$ cat src/rtl/ps_acp_burst_wr_pkg.sv
// ps_acp_pkg: shared AXI constants, FSM state encoding and a constant log2 helper
package ps_acp_pkg;
    localparam logic [1:0] BURST_INCR = 2'b01;
    localparam logic [1:0] RESP_OKAY  = 2'b00;

    typedef enum logic [1:0] {S_IDLE, S_ADDR, S_DATA, S_RESP} state_t;

    function automatic int clog2(input int v);
        int r;
        r = 0;
        while ((1 << r) < v) r++;
        return r;
    endfunction
endpackage

$ cat src/rtl/ps_acp_burst_wr_wbeat_gen.sv
// ps_acp_wbeat_gen: W-channel beat counter, wvalid/wlast generation and FWFT pop strobe
module ps_acp_wbeat_gen
    import ps_acp_pkg::*;
#(
    parameter int BURST_LEN = 16
) (
    input  logic clk,
    input  logic rst,
    input  logic i_start,
    input  logic i_wready,
    output logic o_wvalid,
    output logic o_wlast,
    output logic o_wdreq,
    output logic o_last_hs
);
    localparam int CW = clog2(BURST_LEN + 1);

    logic [CW-1:0] r_cnt;
    logic          r_wvalid;
    logic          r_wlast;
    logic          w_hs;

    assign w_hs      = r_wvalid & i_wready;
    assign o_wvalid  = r_wvalid;
    assign o_wlast   = r_wlast;
    assign o_wdreq   = w_hs;
    assign o_last_hs = w_hs & r_wlast;

    // wvalid stays up from start until the wlast handshake; wlast is armed one beat ahead
    always_ff @(posedge clk or posedge rst) begin
        if (rst) begin
            r_cnt    <= '0;
            r_wvalid <= 1'b0;
            r_wlast  <= 1'b0;
        end else if (i_start) begin
            r_cnt    <= '0;
            r_wvalid <= 1'b1;
            r_wlast  <= (BURST_LEN == 1);
        end else if (w_hs) begin
            r_cnt    <= r_wlast ? '0 : r_cnt + CW'(1);
            r_wvalid <= ~r_wlast;
            r_wlast  <= ~r_wlast & (r_cnt == CW'(BURST_LEN - 2));
        end
    end
endmodule

$ cat src/rtl/ps_acp_burst_wr.sv
// ps_acp_burst_wr: AXI3 INCR burst write master for the Zynq ACP port; ACP_BRESP_CHECK_EN enables B-response checking
module ps_acp_burst_wr
    import ps_acp_pkg::*;
#(
    parameter int         DATA_W    = 64,
    parameter int         ID_W      = 3,
    parameter int         BURST_LEN = 16,
    parameter logic [3:0] AWCACHE   = 4'b1111,
    parameter logic [4:0] AWUSER    = 5'b00001
) (
    input  logic                clk,
    input  logic                rst,
    input  logic                tx_en,
    output logic                tx_rdy,
    input  logic [31:0]         tx_awaddr,
    input  logic [ID_W-1:0]     tx_awid,
    input  logic [DATA_W-1:0]   tx_wdata,
    output logic                tx_wdreq,
    output logic                tx_done,
    output logic                tx_err,
    output logic [31:0]         S_AXI_ACP_0_awaddr,
    output logic [ID_W-1:0]     S_AXI_ACP_0_awid,
    output logic                S_AXI_ACP_0_awvalid,
    input  logic                S_AXI_ACP_0_awready,
    output logic [3:0]          S_AXI_ACP_0_awlen,
    output logic [2:0]          S_AXI_ACP_0_awsize,
    output logic [1:0]          S_AXI_ACP_0_awburst,
    output logic [3:0]          S_AXI_ACP_0_awcache,
    output logic [4:0]          S_AXI_ACP_0_awuser,
    output logic [1:0]          S_AXI_ACP_0_awlock,
    output logic [2:0]          S_AXI_ACP_0_awprot,
    output logic [3:0]          S_AXI_ACP_0_awqos,
    output logic [DATA_W-1:0]   S_AXI_ACP_0_wdata,
    output logic [ID_W-1:0]     S_AXI_ACP_0_wid,
    output logic [DATA_W/8-1:0] S_AXI_ACP_0_wstrb,
    output logic                S_AXI_ACP_0_wlast,
    output logic                S_AXI_ACP_0_wvalid,
    input  logic                S_AXI_ACP_0_wready,
    input  logic [ID_W-1:0]     S_AXI_ACP_0_bid,
    input  logic [1:0]          S_AXI_ACP_0_bresp,
    input  logic                S_AXI_ACP_0_bvalid,
    output logic                S_AXI_ACP_0_bready
);
    localparam int SIZE = clog2(DATA_W / 8);
    localparam int LSB  = clog2(BURST_LEN * DATA_W / 8);

    state_t          r_state;
    logic            r_tx_rdy;
    logic            r_tx_done;
    logic            r_awvalid;
    logic [31:0]     r_awaddr;
    logic [ID_W-1:0] r_awid;
    logic            w_start;
    logic            w_last_hs;

    assign w_start = r_awvalid & S_AXI_ACP_0_awready;

    ps_acp_wbeat_gen #(.BURST_LEN(BURST_LEN)) u_wbeat (
        .clk       (clk),
        .rst       (rst),
        .i_start   (w_start),
        .i_wready  (S_AXI_ACP_0_wready),
        .o_wvalid  (S_AXI_ACP_0_wvalid),
        .o_wlast   (S_AXI_ACP_0_wlast),
        .o_wdreq   (tx_wdreq),
        .o_last_hs (w_last_hs)
    );

    assign tx_rdy              = r_tx_rdy;
    assign tx_done             = r_tx_done;
    assign S_AXI_ACP_0_awaddr  = r_awaddr;
    assign S_AXI_ACP_0_awid    = r_awid;
    assign S_AXI_ACP_0_awvalid = r_awvalid;
    assign S_AXI_ACP_0_awlen   = 4'(BURST_LEN - 1);
    assign S_AXI_ACP_0_awsize  = 3'(SIZE);
    assign S_AXI_ACP_0_awburst = BURST_INCR;
    assign S_AXI_ACP_0_awcache = AWCACHE;
    assign S_AXI_ACP_0_awuser  = AWUSER;
    assign S_AXI_ACP_0_awlock  = 2'b00;
    assign S_AXI_ACP_0_awprot  = 3'b000;
    assign S_AXI_ACP_0_awqos   = 4'b0000;
    assign S_AXI_ACP_0_wdata   = tx_wdata;
    assign S_AXI_ACP_0_wid     = r_awid;
    assign S_AXI_ACP_0_wstrb   = '1;

`ifdef ACP_BRESP_CHECK_EN
    logic r_bready;
    logic r_tx_err;
    assign S_AXI_ACP_0_bready = r_bready;
    assign tx_err             = r_tx_err;
`else
    logic w_unused_b;
    assign w_unused_b         = &{1'b0, S_AXI_ACP_0_bid, S_AXI_ACP_0_bresp, S_AXI_ACP_0_bvalid};
    assign S_AXI_ACP_0_bready = 1'b1;
    assign tx_err             = 1'b0;
`endif

    // burst sequencer: accept request, issue AW, wait for W completion, then optional B check
    always_ff @(posedge clk or posedge rst) begin
        if (rst) begin
            r_state   <= S_IDLE;
            r_tx_rdy  <= 1'b1;
            r_tx_done <= 1'b0;
            r_awvalid <= 1'b0;
            r_awaddr  <= '0;
            r_awid    <= '0;
`ifdef ACP_BRESP_CHECK_EN
            r_bready  <= 1'b0;
            r_tx_err  <= 1'b0;
`endif
        end else begin
            r_tx_done <= 1'b0;
`ifdef ACP_BRESP_CHECK_EN
            r_tx_err  <= 1'b0;
`endif
            case (r_state)
                S_IDLE: if (tx_en) begin
                    r_awaddr  <= tx_awaddr & ~((32'd1 << LSB) - 32'd1);
                    r_awid    <= tx_awid;
                    r_tx_rdy  <= 1'b0;
                    r_awvalid <= 1'b1;
                    r_state   <= S_ADDR;
                end
                S_ADDR: if (S_AXI_ACP_0_awready) begin
                    r_awvalid <= 1'b0;
                    r_state   <= S_DATA;
                end
                S_DATA: if (w_last_hs) begin
`ifdef ACP_BRESP_CHECK_EN
                    r_bready  <= 1'b1;
                    r_state   <= S_RESP;
`else
                    r_tx_done <= 1'b1;
                    r_tx_rdy  <= 1'b1;
                    r_state   <= S_IDLE;
`endif
                end
`ifdef ACP_BRESP_CHECK_EN
                S_RESP: if (S_AXI_ACP_0_bvalid) begin
                    r_bready  <= 1'b0;
                    r_tx_done <= 1'b1;
                    r_tx_err  <= (S_AXI_ACP_0_bresp != RESP_OKAY) | (S_AXI_ACP_0_bid != r_awid);
                    r_tx_rdy  <= 1'b1;
                    r_state   <= S_IDLE;
                end
`endif
                default: r_state <= S_IDLE;
            endcase
        end
    end
endmodule

$ cat config.mk
export PLATFORM = sky130hd
export DESIGN_NAME = ps_acp_burst_wr
export DESIGN_NICKNAME = d
export VERILOG_FILES = /design/src/rtl/ps_acp_burst_wr_pkg.sv /design/src/rtl/ps_acp_burst_wr_wbeat_gen.sv /design/src/rtl/ps_acp_burst_wr.sv
export SDC_FILE = /design/constraint.sdc
export NUM_CORES = 1
export LEC_CHECK = 0
export CORE_MARGIN = 8
export CORE_UTILIZATION = 32
export CTS_CLUSTER_DIAMETER = 50
export CTS_CLUSTER_SIZE = 28
export DETAILED_ROUTE_END_ITERATION = 16
export GPL_TIMING_DRIVEN = 0
export MAX_ROUTING_LAYER = met4
export PLACE_DENSITY = 0.89
export SYNTH_ARGS = -nofsm -noshare
export SYNTH_HDL_FRONTEND = slang
export SYNTH_HIERARCHICAL = 1
export SYNTH_SLANG_ARGS = --single-unit
$ cat constraint.sdc
create_clock -name clk -period 4.67 [get_ports clk]
set_clock_uncertainty 0.15 [all_clocks]
set_input_delay 0.934 -clock clk [delete_from_list [all_inputs] [get_ports clk]]
set_output_delay 0.934 -clock clk [all_outputs]
set_load 0.05 [all_outputs]
==> results.md, run 1 <==
- Fill cell count: 696
- Cell Count, Final, Fillers Out: 524
- Number of global-route vias before repair: about 2.3k
- Layout Nets: between 500 and 600
- Core area: roughly 8100 um2
- Leak: ~2.1 nW
- Ys async rst share: 100%
- Number of synthesized flops with an enable pin: 0
- Clock transition at the registers of the reported paths: about 0.07 ns
- Commonest cells post-synth: buf_4 (111), dfrtp_1 (39), mux2_4 (20), a21oi_1 (9), mux2_2 (8)
- Layout cells sized above 1: a little under two fifths
- Initial Utilization: around 32%
- H-tree levels: 2
- FF/Latch Area: 1000 um2
- Total grt overflow: 0
- Diodes inserted: 0
- Clk Latency, worst-skew pair: about 0.28 ns
- RSZ-0062 raised after global routing: no
- VDD IR max: 184 uV
- Gpl congestion: 0.744
- Yosys top cell by area: dfrtp_1
- Antenna violations before repair: 0
- Fin crit share: about three quarters
- MaxCap Viol Count: 0
- Final wirelength: roughly 7.3 mm
- Crit start category: primary input
- Setup violators final: 0
- Mapped Cells: approximately 240
- Chip Width: around 110 um
- Post-synthesis sequential area ratio: between 30% and 40%
- Final Critical Period: about 3.6 ns
- Largest net degree at the start of global routing: 34
- DR vias/cell: 3.88
- FMAX: ~0.28 GHz
- Setup TNS Final: 0 ns
- Die Y: roughly 110 um
- Post-synth top area share: a little under two fifths
- Die area: 11,200 um2
- Syn Area/Cell: approximately 11 um2
- HP Class: flop to flop
- Final Hold Vio Count: 0
- WP data arrival: around 2.5 ns
- Max-Slew Margin vs Limit: roughly 65%
- Run status: finished clean
- CTS tree: yes
- Post-CTS sizing: 0
- Worst Path Required: about 3.6 ns
- Slew @ Worst Pin: about 0.53 ns
- Setup crit end kind: primary output
- Synth cell types: 30
- Root buffer cell: clkbuf_8
- Seq cells post-synth: 40
- Row count: 33
- Via count: between 2k and 2.5k
- Area added between synthesis and finish: 67.2%
- GRT Overall Usage: about an eighth
- Final HPWL DP: around 6.3 mm
- Clk buf depth: 2
- Placed Instances: about 520
- Top post-synthesis cells by area: dfrtp_1 (38%), buf_4 (32%), mux2_4 (12%)
- Count leader, synth: buf_4
- CTS Buf Count: 5
- Pwr Density: approximately 540 nW/um2
- # hold bufs at CTS: 0
- CP Max Fanout: 10
- Setup bufs post-CTS: 0
- Global-route wire length before repair: around 11 mm
- Ports: 255
- Final Max Tran Viols: 0
- Remaining DRCs: 0
- Drt wl/cell: between 10 and 15 um
- Num Clock Sinks: 40
- Routed Antenna Nets: 0
- Area of the multi-input gates: about 850 um2
- Cell Area, Synth: approximately 2600 um2
- Pre-antenna DRT Iters: 4
- Detailed Route Iter0 Violations: 23
- CP Class: primary input to primary output
- PortBufs: around 130
- Synth Flop Type: dfrtp_1
- Synth Warn #: 6
[stage by stage]
stage	hold WS (ns)	area, um2	power (mW)	util, %	setup WS [ns]
after floorplan	0.345	2750	1.67	-	2.23
after global placement	0.340	4220	2.08	52.4	1.12
after detailed placement	0.342	4220	2.11	52.4	1.10
after CTS	0.366	4310	2.36	53.6	1.09
after global routing	0.388	4340	2.45	53.9	1.03
final	0.361	4340	2.34	53.9	1.11
[critical path, cell delays in order]
cell	delay, ns
clkdlybuf4s50_1	0.53
nand2_2	0.14
inv_1	0.08
clkdlybuf4s50_1	0.80
[report_power, final]
part	switching (mW)	internal [mW]
combinational	0.908	0.603
clock	0.112	0.132
sequential	0.0985	0.489
[placed cells by master (no fill, tap or decap), types with 4 or more instances in the layout]
master	synthesis	layout
a21oi_1	9	9
clkdlybuf4s50_1	0	133
conb_1	2	44
inv_1	7	6
nand2_1	7	7
dfrtp_1	39	39
clkbuf_8	0	7
mux2_4	20	20
buf_4	111	111
o21ai_0	4	4
mux2_2	8	8
[path summary, 6_finish.rpt]
kind,from,to,slack (ns),cells past startpoint
setup / recovery,S_AXI_ACP_0_wready,tx_wdreq,1.11,4
setup reg to reg,r_state[0],S_AXI_ACP_0_awaddr[12],3.07,4
hold reg to reg,S_AXI_ACP_0_awaddr[24],S_AXI_ACP_0_awaddr[24],0.36,1
hold / removal,S_AXI_ACP_0_awaddr[24],S_AXI_ACP_0_awaddr[24],0.36,1
min in group asynchronous,rst,u_wbeat/r_cnt[4],0.77,2
max in group asynchronous,rst,tx_rdy,3.10,3
[cell type report]
class                           count  area share [%]
Sequential cell                    40            23.1
Timing Repair Buffer              134            31.3
Inverter                            7           0.606
Buffer                            114            20.2
Clock buffer                        7            2.22
Multi-Input combinational cell    117            19.5
Tap cell                          105            3.03
[logic make-up after synthesis]
family / synth area share, %
compound gates: 3.62
fa+ha+maj: 0.964
buf+inv: 34.9
flops: 38.6
mux: 15.0
other cells: 0.289
simple gates: 6.61
[flip-flops by register name, summed over array words and instances, names as in the netlist]
signal               count
S_AXI_ACP_0_awaddr      25
S_AXI_ACP_0_awid         3
tx_rdy                   1
u_wbeat/o_wvalid         1
r_state                  2
S_AXI_ACP_0_awvalid      1
tx_done                  1
u_wbeat/o_wlast          1
u_wbeat/r_cnt            5
[per-layer routing]
layer  wire length (um)  GRT usage (%)  vias to the layer above
met2               3860           22.7                      132
met3                625           3.69                        2
li1                   -              -                      979
met5                  0              -                        -
met4                 54           3.62                        0
met1               2760           12.7                      920
Power figures use the tool's default switching activity.
==> inputs of run 2 (changes only) <==
--- a/config.mk
+++ b/config.mk
@@ -6,13 +6,13 @@
 export NUM_CORES = 1
 export LEC_CHECK = 0
 export CORE_MARGIN = 8
-export CORE_UTILIZATION = 32
+export CORE_UTILIZATION = 27
 export CTS_CLUSTER_DIAMETER = 50
 export CTS_CLUSTER_SIZE = 28
 export DETAILED_ROUTE_END_ITERATION = 16
 export GPL_TIMING_DRIVEN = 0
 export MAX_ROUTING_LAYER = met4
-export PLACE_DENSITY = 0.89
+export PLACE_DENSITY = 0.8
 export SYNTH_ARGS = -nofsm -noshare
 export SYNTH_HDL_FRONTEND = slang
 export SYNTH_HIERARCHICAL = 1
==> constraint.sdc (replaced) <==
create_clock -name clk -period 3.1 [get_ports clk]
set_clock_uncertainty 0.15 [all_clocks]
set_input_delay 0.62 -clock clk [delete_from_list [all_inputs] [get_ports clk]]
set_output_delay 0.62 -clock clk [all_outputs]
set_load 0.05 [all_outputs]
==> run 2 against run 1 <==
Critical path depth unchanged. Register-to-register slack worse by 1.6 ns. Die area grew 16%. Sequential power is 50% higher. Core utilization decreased by 6.5 points. Critical path type unchanged. Largest power group unchanged.
==> results.md, run 2 (synthesized netlist as in run 1, its figures left out) <==
- Run status: finished clean
- Remaining DRCs: 0
- Total grt overflow: 0
- Final HPWL DP: roughly 6.5 mm
- Setup bufs post-CTS: 0
- Number of global-route vias before repair: around 2.3k
- Root buffer cell: clkbuf_8
- Final instance area: about 4400 um2
- Ports: between 200 and 300
- Initial Utilization: ~28%
- Commonest non-fill, non-tap cells in the layout: clkdlybuf4s50_1 (133), buf_4 (111), conb_1 (44)
- Worst reg-to-reg path cell count: 4
- Fin crit share: approximately 95%
- Final Max Tran Viols: 0
- WP data arrival: about 2.2 ns
- CP Max Fanout: 10
- Final hold slack: roughly 0.36 ns
- Cell Count, Final, Fillers Out: roughly 550
- Layout Nets: 531
- Pwr Density: between 800 and 900 nW/um2
- CTS Buf Count: 5
- Detailed Route Iter0 Violations: 74
- Die Y: 114 um
- Tot Pwr: approximately 3.7 mW
- Max reg flops: 25
- Diodes inserted: 0
- Leak: about 2.1 nW
- Core area: between 9000 and 10,000 um2
- MaxCap Viol Count: 0
- Slew @ Worst Pin: around 0.55 ns
- Crit start category: primary input
- Reg-to-reg endpoint: u_wbeat/r_cnt[4]
- Crit path cell chain: clkdlybuf4s50_1 > nand2_2 > inv_1 > clkdlybuf4s50_1
- Worst setup margin: between 0.15 and 0.2 ns
- VDD IR max: 389 uV
- Setup violators final: 0
- Routed Antenna Nets: 0
- Global-route wire length before repair: roughly 11 mm
- Setup WS pre-CTS: 0.162 ns
- DR vias/cell: approximately 3.8
- CP Capture Point: tx_wdreq
- Setup TNS Final: 0 ns
- Worst flop-to-flop path startpoint: u_wbeat/r_cnt[1]
- HP Class: flop to flop
- Max-Slew Margin vs Limit: 63.3%
- Most common cell on crit path: clkdlybuf4s50_1
- Slowest cell on the critical path: clkdlybuf4s50_1
- Final Critical Period: just under 3 ns
- Num Clock Sinks: 40
- RSZ-0062 raised after global routing: no
- FMAX: approximately 0.34 GHz
- Gpl congestion: ~0.76
- Row count: 35
- Clk Latency, worst-skew pair: 0.28 ns
- Placed Instances: 540
- Post-DP Area: around 4200 um2
- H-tree levels: 2
- PortBufs: 133
- Worst Path Required: roughly 2.3 ns
- Clock transition at the registers of the reported paths: approximately 0.070 ns
- Area added between synthesis and finish: 69.6%
- Largest net degree at the start of global routing: 34
- Die area: about 13,000 um2
- Layout cells sized above 1: between 30% and 40%
- Drt wl/cell: 13.9 um
- CP Class: primary input to primary output
- Chip Width: 114 um
- CTS tree: yes
- Via count: ~2.1k
- Final Hold Vio Count: 0
- Reg2reg setup slack: roughly 1.5 ns
- # hold bufs at CTS: 0
- Most common cell after layout, fill and taps aside: clkdlybuf4s50_1
- Fin util: between 40% and 50%
- Setup crit end kind: primary output
- Pre-antenna DRT Iters: 4
- Worst Setup SP: S_AXI_ACP_0_wready
- Final wirelength: around 7.6 mm
- Antenna violations before repair: 0
- Post-CTS sizing: 0
- CP max stage delay: about 0.80 ns
- Clk buf depth: 2
- GRT Overall Usage: 11.3%
run 2: changes by cell type in the layout (fill, tap and decap cells not counted):
cell,before,now
clkbuf_8,7,5
bufinv_16,0,2
run 2: report_power, final:
group | total [mW] | internal (mW) | switching [mW]
Sequential | 0.880 | 0.737 | 0.144
Combinational | 2.29 | 0.908 | 1.38
Clock | 0.491 | 0.317 | 0.174
Total | 3.66 | 1.96 | 1.70
run 2: how the worst min path moves through the flow:
stage	from	end	slack (ns)	cells past startpoint
after floorplan	rst	u_wbeat/o_wlast	0.27	1
after global placement	S_AXI_ACP_0_awaddr[12]	S_AXI_ACP_0_awaddr[12]	0.34	1
after detailed placement	S_AXI_ACP_0_awaddr[16]	S_AXI_ACP_0_awaddr[16]	0.34	1
after CTS	S_AXI_ACP_0_awaddr[16]	S_AXI_ACP_0_awaddr[16]	0.37	1
after global routing	S_AXI_ACP_0_awaddr[16]	S_AXI_ACP_0_awaddr[16]	0.37	1
final	S_AXI_ACP_0_awaddr[26]	S_AXI_ACP_0_awaddr[26]	0.36	1
run 2: worst max-delay path, delay by kind of cell:
family / cells / cell delay [ns]
simple gates: 1 / 0.13
buf+inv: 3 / 1.40
run 2: metal layers:
layer / part of all wire [%] / global-route usage [%]
met4: 0.039 / 3.11
met5: 0 / -
met2: 53 / 20.2
met3: 8.3 / 3.70
met1: 39 / 11.5
run 2: final cells by class:
| cell class | instances | area (um2) |
|---|---|---|
| clock buffer | 5 | 68.8 |
| timing repair buffer | 134 | 1360 |
| tap | 129 | 161 |
| multi-input combinational | 117 | 846 |
| fill | 860 | 4880 |
| sequential | 40 | 1000 |
| inverter | 7 | 26.3 |
| clock inverter | 2 | 60.1 |
| buffer | 114 | 878 |
==> inputs of run 3 (changes only) <==
--- a/config.mk
+++ b/config.mk
@@ -6,13 +6,13 @@
 export NUM_CORES = 1
 export LEC_CHECK = 0
 export CORE_MARGIN = 8
-export CORE_UTILIZATION = 27
+export CORE_UTILIZATION = 32
 export CTS_CLUSTER_DIAMETER = 50
 export CTS_CLUSTER_SIZE = 28
 export DETAILED_ROUTE_END_ITERATION = 16
 export GPL_TIMING_DRIVEN = 0
 export MAX_ROUTING_LAYER = met4
-export PLACE_DENSITY = 0.8
+export PLACE_DENSITY = 0.89
 export SYNTH_ARGS = -nofsm -noshare
 export SYNTH_HDL_FRONTEND = slang
 export SYNTH_HIERARCHICAL = 1
==> constraint.sdc (replaced) <==
create_clock -name clk -period 3.6 [get_ports clk]
set_clock_uncertainty 0.15 [all_clocks]
set_input_delay 0.72 -clock clk [delete_from_list [all_inputs] [get_ports clk]]
set_output_delay 0.72 -clock clk [all_outputs]
set_load 0.05 [all_outputs]
==> results of run 3 <==
The final DEF is identical to that of run 1. Status: finished clean.
Main changes from that run: setup slack after placement 1.10 ns -> 0.460 ns; setup slack after layout 1.11 ns -> 0.467 ns; register-to-register setup slack 3.07 ns -> 2.00 ns; total power 2.34 mW -> 3.04 mW; worst IR drop on VDD 184 uV -> 238 uV
